$ cat src/rtl/param_display_reader_if.sv
// Read port between the display reader and the time-parameter store.
// The reader drives the index; the store returns the value RD_LAT cycles later.
interface param_display_reader_if;
    logic [1:0] rd_sel;
    logic [3:0] rd_value;

    modport master (output rd_sel, input rd_value);
    modport slave  (input rd_sel, output rd_value);
endinterface

$ cat src/rtl/param_display_reader.sv
// Parameter read-back and eight-digit display formatter for the anti-theft controller.
// Optional feature: define PARAM_READ_BLANK_EN to blank tens digits that are zero.
//
// state | meaning
// IDLE  | live view: FSM state, timer count, status LED
// SCAN  | walking the four stored intervals through the read port
// SHOW  | parameter page, held for HOLD_S one-second ticks
module param_display_reader #(
    parameter int RD_LAT = 1,
    parameter int HOLD_S = 5
) (
    input  logic                          clock,
    input  logic                          reset,
    input  logic                          show,
    input  logic                          one_hz_enable,
    input  logic [3:0]                    estado,
    input  logic [3:0]                    counter,
    input  logic                          status,
    param_display_reader_if.master        rd_port,
    output logic                          busy,
    output logic [5:0]                    d1,
    output logic [5:0]                    d2,
    output logic [5:0]                    d3,
    output logic [5:0]                    d4,
    output logic [5:0]                    d5,
    output logic [5:0]                    d6,
    output logic [5:0]                    d7,
    output logic [5:0]                    d8
);

    typedef enum logic [1:0] {
        IDLE = 2'd0,
        SCAN = 2'd1,
        SHOW = 2'd2
    } state_t;

    localparam logic [1:0] LAT  = 2'(RD_LAT);
    localparam logic [3:0] HOLD = 4'(HOLD_S);

    state_t     state_q, state_d;
    logic [1:0] idx_q, idx_d;
    logic [1:0] wait_q, wait_d;
    logic [3:0] hold_q, hold_d;
    logic [1:0] rd_sel_q, rd_sel_d;
    logic       busy_q, busy_d;
    logic       show_q;
    logic [3:0] shadow_q [4];
    logic [3:0] shadow_d [4];
    logic       show_rise;
    logic [5:0] dig [8];

    assign show_rise      = show & ~show_q;
    assign rd_port.rd_sel = rd_sel_q;
    assign busy           = busy_q;

    always_ff @(posedge clock or negedge reset) begin
        if (!reset) begin
            state_q  <= IDLE;
            idx_q    <= 2'd0;
            wait_q   <= 2'd0;
            hold_q   <= 4'd0;
            rd_sel_q <= 2'd0;
            busy_q   <= 1'b0;
            show_q   <= 1'b0;
            for (int i = 0; i < 4; i++) begin
                shadow_q[i] <= 4'd0;
            end
        end else begin
            state_q  <= state_d;
            idx_q    <= idx_d;
            wait_q   <= wait_d;
            hold_q   <= hold_d;
            rd_sel_q <= rd_sel_d;
            busy_q   <= busy_d;
            show_q   <= show;
            for (int i = 0; i < 4; i++) begin
                shadow_q[i] <= shadow_d[i];
            end
        end
    end

    always_comb begin
        state_d  = state_q;
        idx_d    = idx_q;
        wait_d   = wait_q;
        hold_d   = hold_q;
        rd_sel_d = rd_sel_q;
        busy_d   = busy_q;
        for (int i = 0; i < 4; i++) begin
            shadow_d[i] = shadow_q[i];
        end

        case (state_q)
            IDLE: begin
                if (show_rise) begin
                    state_d  = SCAN;
                    idx_d    = 2'd0;
                    rd_sel_d = 2'd0;
                    wait_d   = 2'd0;
                    busy_d   = 1'b1;
                end
            end
            SCAN: begin
                // show rises and ticks are deliberately ignored until the scan completes
                if (wait_q == LAT) begin
                    shadow_d[idx_q] = rd_port.rd_value;
                    if (idx_q == 2'd3) begin
                        state_d  = SHOW;
                        busy_d   = 1'b0;
                        rd_sel_d = 2'd0;
                        hold_d   = HOLD;
                    end else begin
                        idx_d    = idx_q + 2'd1;
                        rd_sel_d = idx_q + 2'd1;
                        wait_d   = 2'd0;
                    end
                end else begin
                    wait_d = wait_q + 2'd1;
                end
            end
            SHOW: begin
                if (show_rise) begin
                    state_d  = SCAN;
                    idx_d    = 2'd0;
                    rd_sel_d = 2'd0;
                    wait_d   = 2'd0;
                    busy_d   = 1'b1;
                end else if (one_hz_enable) begin
                    if (hold_q <= 4'd1) begin
                        state_d = IDLE;
                        hold_d  = 4'd0;
                    end else begin
                        hold_d = hold_q - 4'd1;
                    end
                end
            end
            default: begin
                state_d = IDLE;
            end
        endcase
    end

    function automatic logic [5:0] tens_digit(input logic [3:0] v);
        logic t;
        logic en;
        t  = (v >= 4'd10);
        en = 1'b1;
`ifdef PARAM_READ_BLANK_EN
        en = t;
`endif
        return {en, 3'b000, t, 1'b0};
    endfunction

    function automatic logic [5:0] units_digit(input logic [3:0] v, input logic dp);
        logic [3:0] u;
        u = (v >= 4'd10) ? (v - 4'd10) : v;
        return {1'b1, u, dp};
    endfunction

    always_comb begin
        for (int i = 0; i < 8; i++) begin
            dig[i] = 6'd0;
        end
        if (state_q == SHOW) begin
            // last parameter drops its decimal point to mark the end of the page
            for (int i = 0; i < 4; i++) begin
                dig[2*i]   = tens_digit(shadow_q[i]);
                dig[2*i+1] = units_digit(shadow_q[i], (i < 3));
            end
        end else begin
            dig[0] = {1'b1, estado, 1'b0};
            dig[6] = tens_digit(counter);
            dig[7] = units_digit(counter, status);
        end
    end

    assign d1 = dig[0];
    assign d2 = dig[1];
    assign d3 = dig[2];
    assign d4 = dig[3];
    assign d5 = dig[4];
    assign d6 = dig[5];
    assign d7 = dig[6];
    assign d8 = dig[7];

endmodule
$ cat src/flat_wrapper.sv
// flat-port wrapper written by rule: the top's interface ports become plain ports
module param_display_reader_flat 
#(
    parameter int RD_LAT = 1,
    parameter int HOLD_S = 5
)
  (clock, reset, show, one_hz_enable, estado, counter, status, busy, d1, d2, d3, d4, d5, d6, d7, d8, rd_port_rd_sel, rd_port_rd_value);
  param_display_reader_if rd_port_i ();
  input  logic clock;
  input  logic reset;
  input  logic show;
  input  logic one_hz_enable;
  input  logic [3:0] estado;
  input  logic [3:0] counter;
  input  logic status;
  output logic busy;
  output logic [5:0] d1;
  output logic [5:0] d2;
  output logic [5:0] d3;
  output logic [5:0] d4;
  output logic [5:0] d5;
  output logic [5:0] d6;
  output logic [5:0] d7;
  output logic [5:0] d8;
  output wire logic [$bits(rd_port_i.rd_sel)-1:0] rd_port_rd_sel;
  input wire logic [$bits(rd_port_i.rd_value)-1:0] rd_port_rd_value;
  assign rd_port_rd_sel = rd_port_i.rd_sel;
  assign rd_port_i.rd_value = rd_port_rd_value;
  param_display_reader #(.RD_LAT(RD_LAT), .HOLD_S(HOLD_S)) u_core (.clock(clock), .reset(reset), .show(show), .one_hz_enable(one_hz_enable), .estado(estado), .counter(counter), .status(status), .rd_port(rd_port_i), .busy(busy), .d1(d1), .d2(d2), .d3(d3), .d4(d4), .d5(d5), .d6(d6), .d7(d7), .d8(d8));
endmodule
$ cat config.mk
export PLATFORM = sky130hd
export DESIGN_NAME = param_display_reader_flat
export DESIGN_NICKNAME = d
export VERILOG_FILES = /design/src/rtl/param_display_reader_if.sv /design/src/rtl/param_display_reader.sv /design/src/flat_wrapper.sv
export SDC_FILE = /design/constraint.sdc
export NUM_CORES = 1
export LEC_CHECK = 0
export ABC_AREA = 1
export ABC_CLOCK_PERIOD_IN_PS = 2000
export CORE_UTILIZATION = 30
export DETAILED_ROUTE_END_ITERATION = 16
export PLACE_DENSITY = 0.65
export SLEW_MARGIN = 10
export SYNTH_ARGS = -nofsm -noshare
export SYNTH_HDL_FRONTEND = slang
export SYNTH_SLANG_ARGS = --single-unit
$ cat constraint.sdc
create_clock -name clock -period 2 [get_ports clock]
set_clock_uncertainty 0.2 [all_clocks]
set_input_delay 0.3 -clock clock [delete_from_list [all_inputs] [get_ports clock]]
set_output_delay 0.3 -clock clock [all_outputs]
set_load 0.005 [all_outputs]
==> metrics.md, run 1 <==
| Metric | Value |
|---|---|
| Status | complete, no violations |
| First-pass GRT wire length | 8200 um |
| Clock Tree Buf Depth | 2 |
| Static Leak | 1.62 nW |
| CTS tree | done |
| WL final | 4710 um |
| CTS Hold Bufs | 0 |
| Area grow syn2layout | 36.7% |
| Worst Path Max Fanout | 7 |
| Slowest cell on the critical path | dfrtp_1 |
| Register area | 751 um2 |
| Multiplexer share of the synthesized area | 0% |
| Reg2Reg Setup Slack | 0.19 ns |
| Synth top area cells | dfrtp_1, nand2_1, buf_4 |
| Crit start category | flop |
| CTS root buf | clkbuf_8 |
| Hold Crit Class | in2async |
| Synth Warn # | 0 |
| Top cell type's share of synthesized area | 36.2% |
| Final setup viols | 0 |
| Total core area | 6490 um2 |
| Top sig layer | met4 |
| Synth Area per Inst | 7.27 um2 |
| Total Power | 3.38 mW |
| Final ANT Viol Nets | 0 |
| Boundary Pins | 68 |
| Row count | 29 |
| CTS buffer count | 5 |
| Pwr dens | 1190 nW/um2 |
| Asr flop ratio synth | 100% |
| Number of inserted diodes | 0 |
| Post-synthesis cell type count | 26 |
| Top cells by count, synth | nand2_1, inv_1, dfrtp_1 |
| Post-Synthesis Cell Area | 2070 um2 |
| Reg2reg start | u_core.state_q[0] |
| Area of the multi-input gates | 1040 um2 |
| Cell depth of the worst flop-to-flop path | 11 |
| R2R Path End | u_core.hold_q[3] |
| Initial antenna violation count | 0 |
| Final hold vios | 0 |
| CP Class | reg2out |
| DR WL met3 | 326 um |
| Nets | 391 |
| Port buffer count | 51 |
| Seq/Total Area, Yosys | 36.2% |
| Initial Util | 31.9% |
| Pre-CTS setup slack | -0.460 ns |
| Tcrit/Tclk final | 99.7% |
| Die width | 85.1 um |
| Latest clock arrival within the worst-skew pair | 0.28 ns |
| Yosys reg bits | 30 |
| Crit path max-delay family | buffers and inverters |
| Via density | 4.39 |
| Simple-Gate Fraction of Synth Area | 26.5% |
| Total global-route track usage | 14.3% |
| Drt initial violations | 70 |
| Worst path max stage delay | 0.39 ns |
| Final worst slack | 0.00691 ns |
| Max IR drop VDD | 0.524 mV |
| Total number of vias | 1938 |
| Routed wire length on met2 | 2140 um |
| Area leader, netlist | dfrtp_1 |
| Avg WL per Cell | 10.7 um |
| Syn Inst Count | 285 |
| Top-count cell post-synth | nand2_1 |
| Fillers | 691 |
| Min cycle time layout | 1.99 ns |
| Die Area | 7240 um2 |
| Die Y-Extent | 85.1 um |
| RSZ-0062 raised after global routing | yes |
| Critical path, cell by cell | inv_2 -> nand2_4 -> buf_6 -> buf_6 -> nand3_1 -> nand2_1 -> o21bai_1 -> buf_2 |
| GPL Wtd Cong | 0.797 |
| CP Data Arrival Time | 1.49 ns |
| Largest family of logic cells by synthesized area | simple AND/OR/NAND/NOR gates |
| Vias in the first global route | 1891 |
| Worst Path Required | 1.50 ns |
| Critical path capture point type | output port |
| Detailed-placement wirelength estimate | 3420 um |
| Sink Count | 30 |
| Synth Area in Compound Gates | 12.3% |
| Post-Synth Adder-Cell Area | 6.64% |
| M1 WL | 2190 um |
| Max-cap viol count | 0 |
| Crit path launch | u_core.state_q[0] |
| Final Slew Violations | 0 |
| Top FF cell, synth | dfrtp_1 |
| Clock slew at reported path FFs | 0.07 ns |
| Post-synth EDFFs | 0 |
| Layout cell share with drive strength beyond 1 | 23.6% |
| Post-Synth XOR/XNOR Area | 0% |
| Worst path most repeated cell | buf_6 |
| Largest net degree at the start of global routing | 31 |
| FMAX | 0.502 GHz |
| Number of detailed-route iterations in the first pass | 4 |
| Post-route DRC | 0 |
| Gr ovfl total | 0 |
| Max H-tree Level | 2 |
| Fin Setup TNS | 0 ns |
| CP bufs+invs | 4 |
## metrics by stage
step	cells	util [%]	hold WS (ns)	instance area (um2)
floorplan	299	-	-0.196	2120
global placement	421	41.3	0.269	2690
detailed placement	421	41.3	0.266	2690
CTS	440	43.9	0.207	2850
global route	441	43.6	0.250	2830
finish	441	43.6	0.199	2830
## cells by family (layout without fill, tap and decap cells)
family                   after synthesis  in the layout
AO/OA/AOI/OAI                         45             45
other                                  2             16
flip-flops                            30             30
buffers and inverters                 71            136
AND/OR/NAND/NOR                      126            126
adder cells (fa/ha/maj)               11             11
## cell usage in the layout (no fill, tap or decap), drive strengths merged, types with 2 or more instances in the layout
cell type	instances
dfrtp	30
clkdlybuf4s50	17
ha	11
dlymetal6s2s	2
nor3	2
conb	16
a211oi	2
a21oi	12
buf	37
o21ai	27
clkbuf	15
dlygate4sd2	17
nand2	85
o31ai	2
nand3	9
inv	46
nor2	30
## state kept, by name, summed over array words and instances (netlist names)
register	count
u_core.show_q	1
u_core.busy	1
u_core.hold_q	4
u_core.state_q	2
u_core.wait_q	2
u_core.idx_q	2
u_core.shadow_q	16
u_core.rd_port.rd_sel	2
## what timing repair did
action	CTS	global route
gates cloned	1	0
endpoints found under the setup margin	32	13
gates resized for setup	63	24
buffers inserted	10	2
pin swaps	1	4
## how the worst max path moves through the flow
stage	end	slack (ns)	cells past startpoint
after floorplan	d2[2]	0.47	6
after global placement	d8[3]	-0.40	8
after detailed placement	d8[3]	-0.46	8
after CTS	d8[3]	-0.17	8
after global routing	d8[3]	-0.08	8
final	d8[3]	0.007	8
## report_power, final
part,switching (mW),leakage [nW],internal [mW],total [mW]
registers,0.210,0.366,0.868,1.08
logic,0.999,1.21,0.786,1.78
clock network,0.239,0.0472,0.276,0.516
total,1.45,1.62,1.93,3.38
## layer usage
| metal | vias to the layer above | global-route usage (%) |
|---|---|---|
| met5 | - | 0 |
| met1 | 874 | 17.8 |
| li1 | 997 | - |
| met2 | 63 | 23.8 |
| met3 | 4 | 3.79 |
| met4 | 0 | 5.08 |
## worst register-to-register path, cell delays in order (launching register included)
cell     delay, ns
dfrtp_1       0.39
inv_2         0.09
nand2_4       0.09
buf_6         0.13
buf_6         0.12
buf_4         0.13
buf_4         0.14
nor2_1        0.13
nor2_1        0.06
nand2_1       0.15
nand2_1       0.07
nand2_1       0.06
## area by class of cell
cell class / count / share of cell area [%]
Tap cell: 77 / 3.40
Multi-Input combinational cell: 198 / 36.8
Sequential cell: 30 / 26.5
Clock buffer: 6 / 2.92
Inverter: 45 / 6.32
Timing Repair inverter: 1 / 0.221
Clock inverter: 2 / 0.442
Timing Repair Buffer: 82 / 23.4
(Power assumes the default switching activity.)
==> inputs of run 2 (changes only) <==
CTS_BUF_LIST = sky130_fd_sc_hd__clkbuf_4 sky130_fd_sc_hd__clkbuf_8 sky130_fd_sc_hd__clkbuf_16   (was not set)
==> results of run 2 <==
The final DEF is identical to that of run 1; final timing and power are the same.
==> inputs of run 3 (changes only) <==
PLACE_DENSITY = 0.54   (was 0.65)
==> run 3 against run 2 <==
Net effect: core utilization up 0.39 points; cell count shrank 1.4%; maximum frequency grew 2.1%; die area stayed put; sequential power barely moved; combinational power is 3% lower; global-route usage fell by 0.74 points; register-to-register slack improved by 0.19 ns.
==> metrics.md, run 3 (same netlist as run 1, synthesis figures left out) <==
| Metric | Value |
|---|---|
| CTS tree | done |
| Most common cell after layout, fill and taps aside | nand2_1 |
| Nets | 386 |
| Internal power | 2.02 mW |
| Hold Crit Class | in2async |
| Register area | 751 um2 |
| Die Y-Extent | 85.1 um |
| Clock group share of total power | 18.0% |
| Crit start category | flop |
| CTS Hold Bufs | 0 |
| Area grow syn2layout | 37.9% |
| Switch share | 41.2% |
| Comb pwr share | 50.5% |
| First-pass GRT wire length | 7730 um |
| Number of detailed-route iterations in the first pass | 4 |
| CTS root buf | clkbuf_8 |
| Share of power burned in registers | 31.6% |
| Detailed-placement wirelength estimate | 3320 um |
| Via density | 4.27 |
| Largest net degree at the start of global routing | 31 |
| CP Class | reg2out |
| Max reg flops | 16 |
| Boundary Pins | 68 |
| Clock slew at reported path FFs | 0.06 ns |
| Die Area | 7240 um2 |
| Final ANT Viol Nets | 0 |
| Drt initial violations | 74 |
| Min cycle time layout | 1.95 ns |
| Sink Count | 30 |
| Max-cap viol count | 0 |
| Pwr dens | 1200 nW/um2 |
| Die width | 85.1 um |
| Layout cell share with drive strength beyond 1 | 23.2% |
| Final worst slack | 0.0481 ns |
| RSZ-0062 raised after global routing | yes |
| Fin Setup TNS | 0 ns |
| Static Leak | 1.63 nW |
| Max IR drop VDD | 0.515 mV |
| Post-route DRC | 0 |
| Tcrit/Tclk final | 97.6% |
| FMAX | 0.512 GHz |
| Row count | 29 |
| Switch Pwr | 1.42 mW |
| Worst Path Required | 1.50 ns |
| Number of inserted diodes | 0 |
| Critical path capture point type | output port |
| Most frequent cells in the layout | nand2_1, inv_1, dfrtp_1, nor2_1, buf_4 |
| GPL Wtd Cong | 0.775 |
| Total Power | 3.44 mW |
| Total core area | 6490 um2 |
| Vias in the first global route | 1746 |
| Fillers | 673 |
| Worst Path Max Fanout | 6 |
| Status | complete, no violations |
| CP Data Arrival Time | 1.45 ns |
| # placed instances | 419 |
| Final hold vios | 0 |
| WL final | 4540 um |
| Gr ovfl total | 0 |
| Final Slew Violations | 0 |
| Clock Tree Buf Depth | 2 |
| Total number of vias | 1859 |
| Port buffer count | 51 |
| Largest registers | u_core.shadow_q x16, u_core.hold_q x4 |
| Total global-route track usage | 13.5% |
| Avg WL per Cell | 10.4 um |
| Max H-tree Level | 2 |
| Final setup viols | 0 |
| Latest clock arrival within the worst-skew pair | 0.28 ns |
| Top reg by flops | u_core.shadow_q |
| Pre-CTS setup slack | -0.467 ns |
| Initial antenna violation count | 0 |
| Area of the multi-input gates | 1070 um2 |
| Post-Layout Cell Count | 435 |
| CTS buffer count | 5 |
| Initial Util | 31.9% |
[run 3: layer usage]
metal	global-route usage [%]	vias up	part of all wire, %
met5	0	-	0
met4	4.62	0	0.62
met3	3.70	4	6.1
met2	21.6	62	45
met1	17.7	807	48
li1	-	986	-
[run 3: path summary, 6_finish.rpt]
kind / start / end / slack (ns) / cells after the start
min in group clock: u_core.busy / u_core.busy / 0.28 / 2
min: reset / u_core.rd_port.rd_sel[0] / 0.21 / 2
max: u_core.state_q[0] / d8[3] / 0.05 / 8
max reg2reg: u_core.idx_q[0] / u_core.shadow_q[2] / 0.38 / 7
min reg2reg: u_core.busy / u_core.busy / 0.28 / 2
max in group asynchronous: reset / u_core.hold_q[3] / 1.11 / 2
[run 3: power groups by stage]
stage | logic, mW | registers [mW] | clock network (mW)
final | 1.73 | 1.08 | 0.618
after global routing | 2.00 | 1.12 | 0.663
after CTS | 1.68 | 1.08 | 0.640
after detailed placement | 1.64 | 1.08 | 0
after global placement | 1.62 | 1.08 | 0
after floorplan | 1.11 | 1.06 | 0
[run 3: worst max-delay path, stage by stage (launching register included)]
cell and delay [ns]:
dfrtp_1 0.38, inv_2 0.09, nand2_4 0.09, buf_6 0.13, buf_6 0.12, nand3_2 0.05, nand2_1 0.05, o21bai_4 0.16
buf_2 0.12
[run 3: per-stage QoR]
step	instance area, um2	util (%)	hold WS, ns
finish	2860	44.0	0.209
global route	2860	44.0	0.240
CTS	2830	43.6	0.215
detailed placement	2670	41.1	0.268
global placement	2670	41.1	0.266
floorplan	2120	-	-0.196
[run 3: layout make-up]
class	instances	share of cell area, %
clock inverters	1	1.05
multi-input cells	198	37.5
inverters	45	6.26
repair buffers	78	22.7
flip-flops and latches	30	26.3
well taps	77	3.37
clock buffers	6	2.89
[run 3: repair_timing]
action	CTS	global route
gates cloned	1	0
endpoints found under the hold margin	0	0
resized for setup	64	35
pin swaps	0	6
endpoints found under the setup margin	32	18
setup buffers	8	1
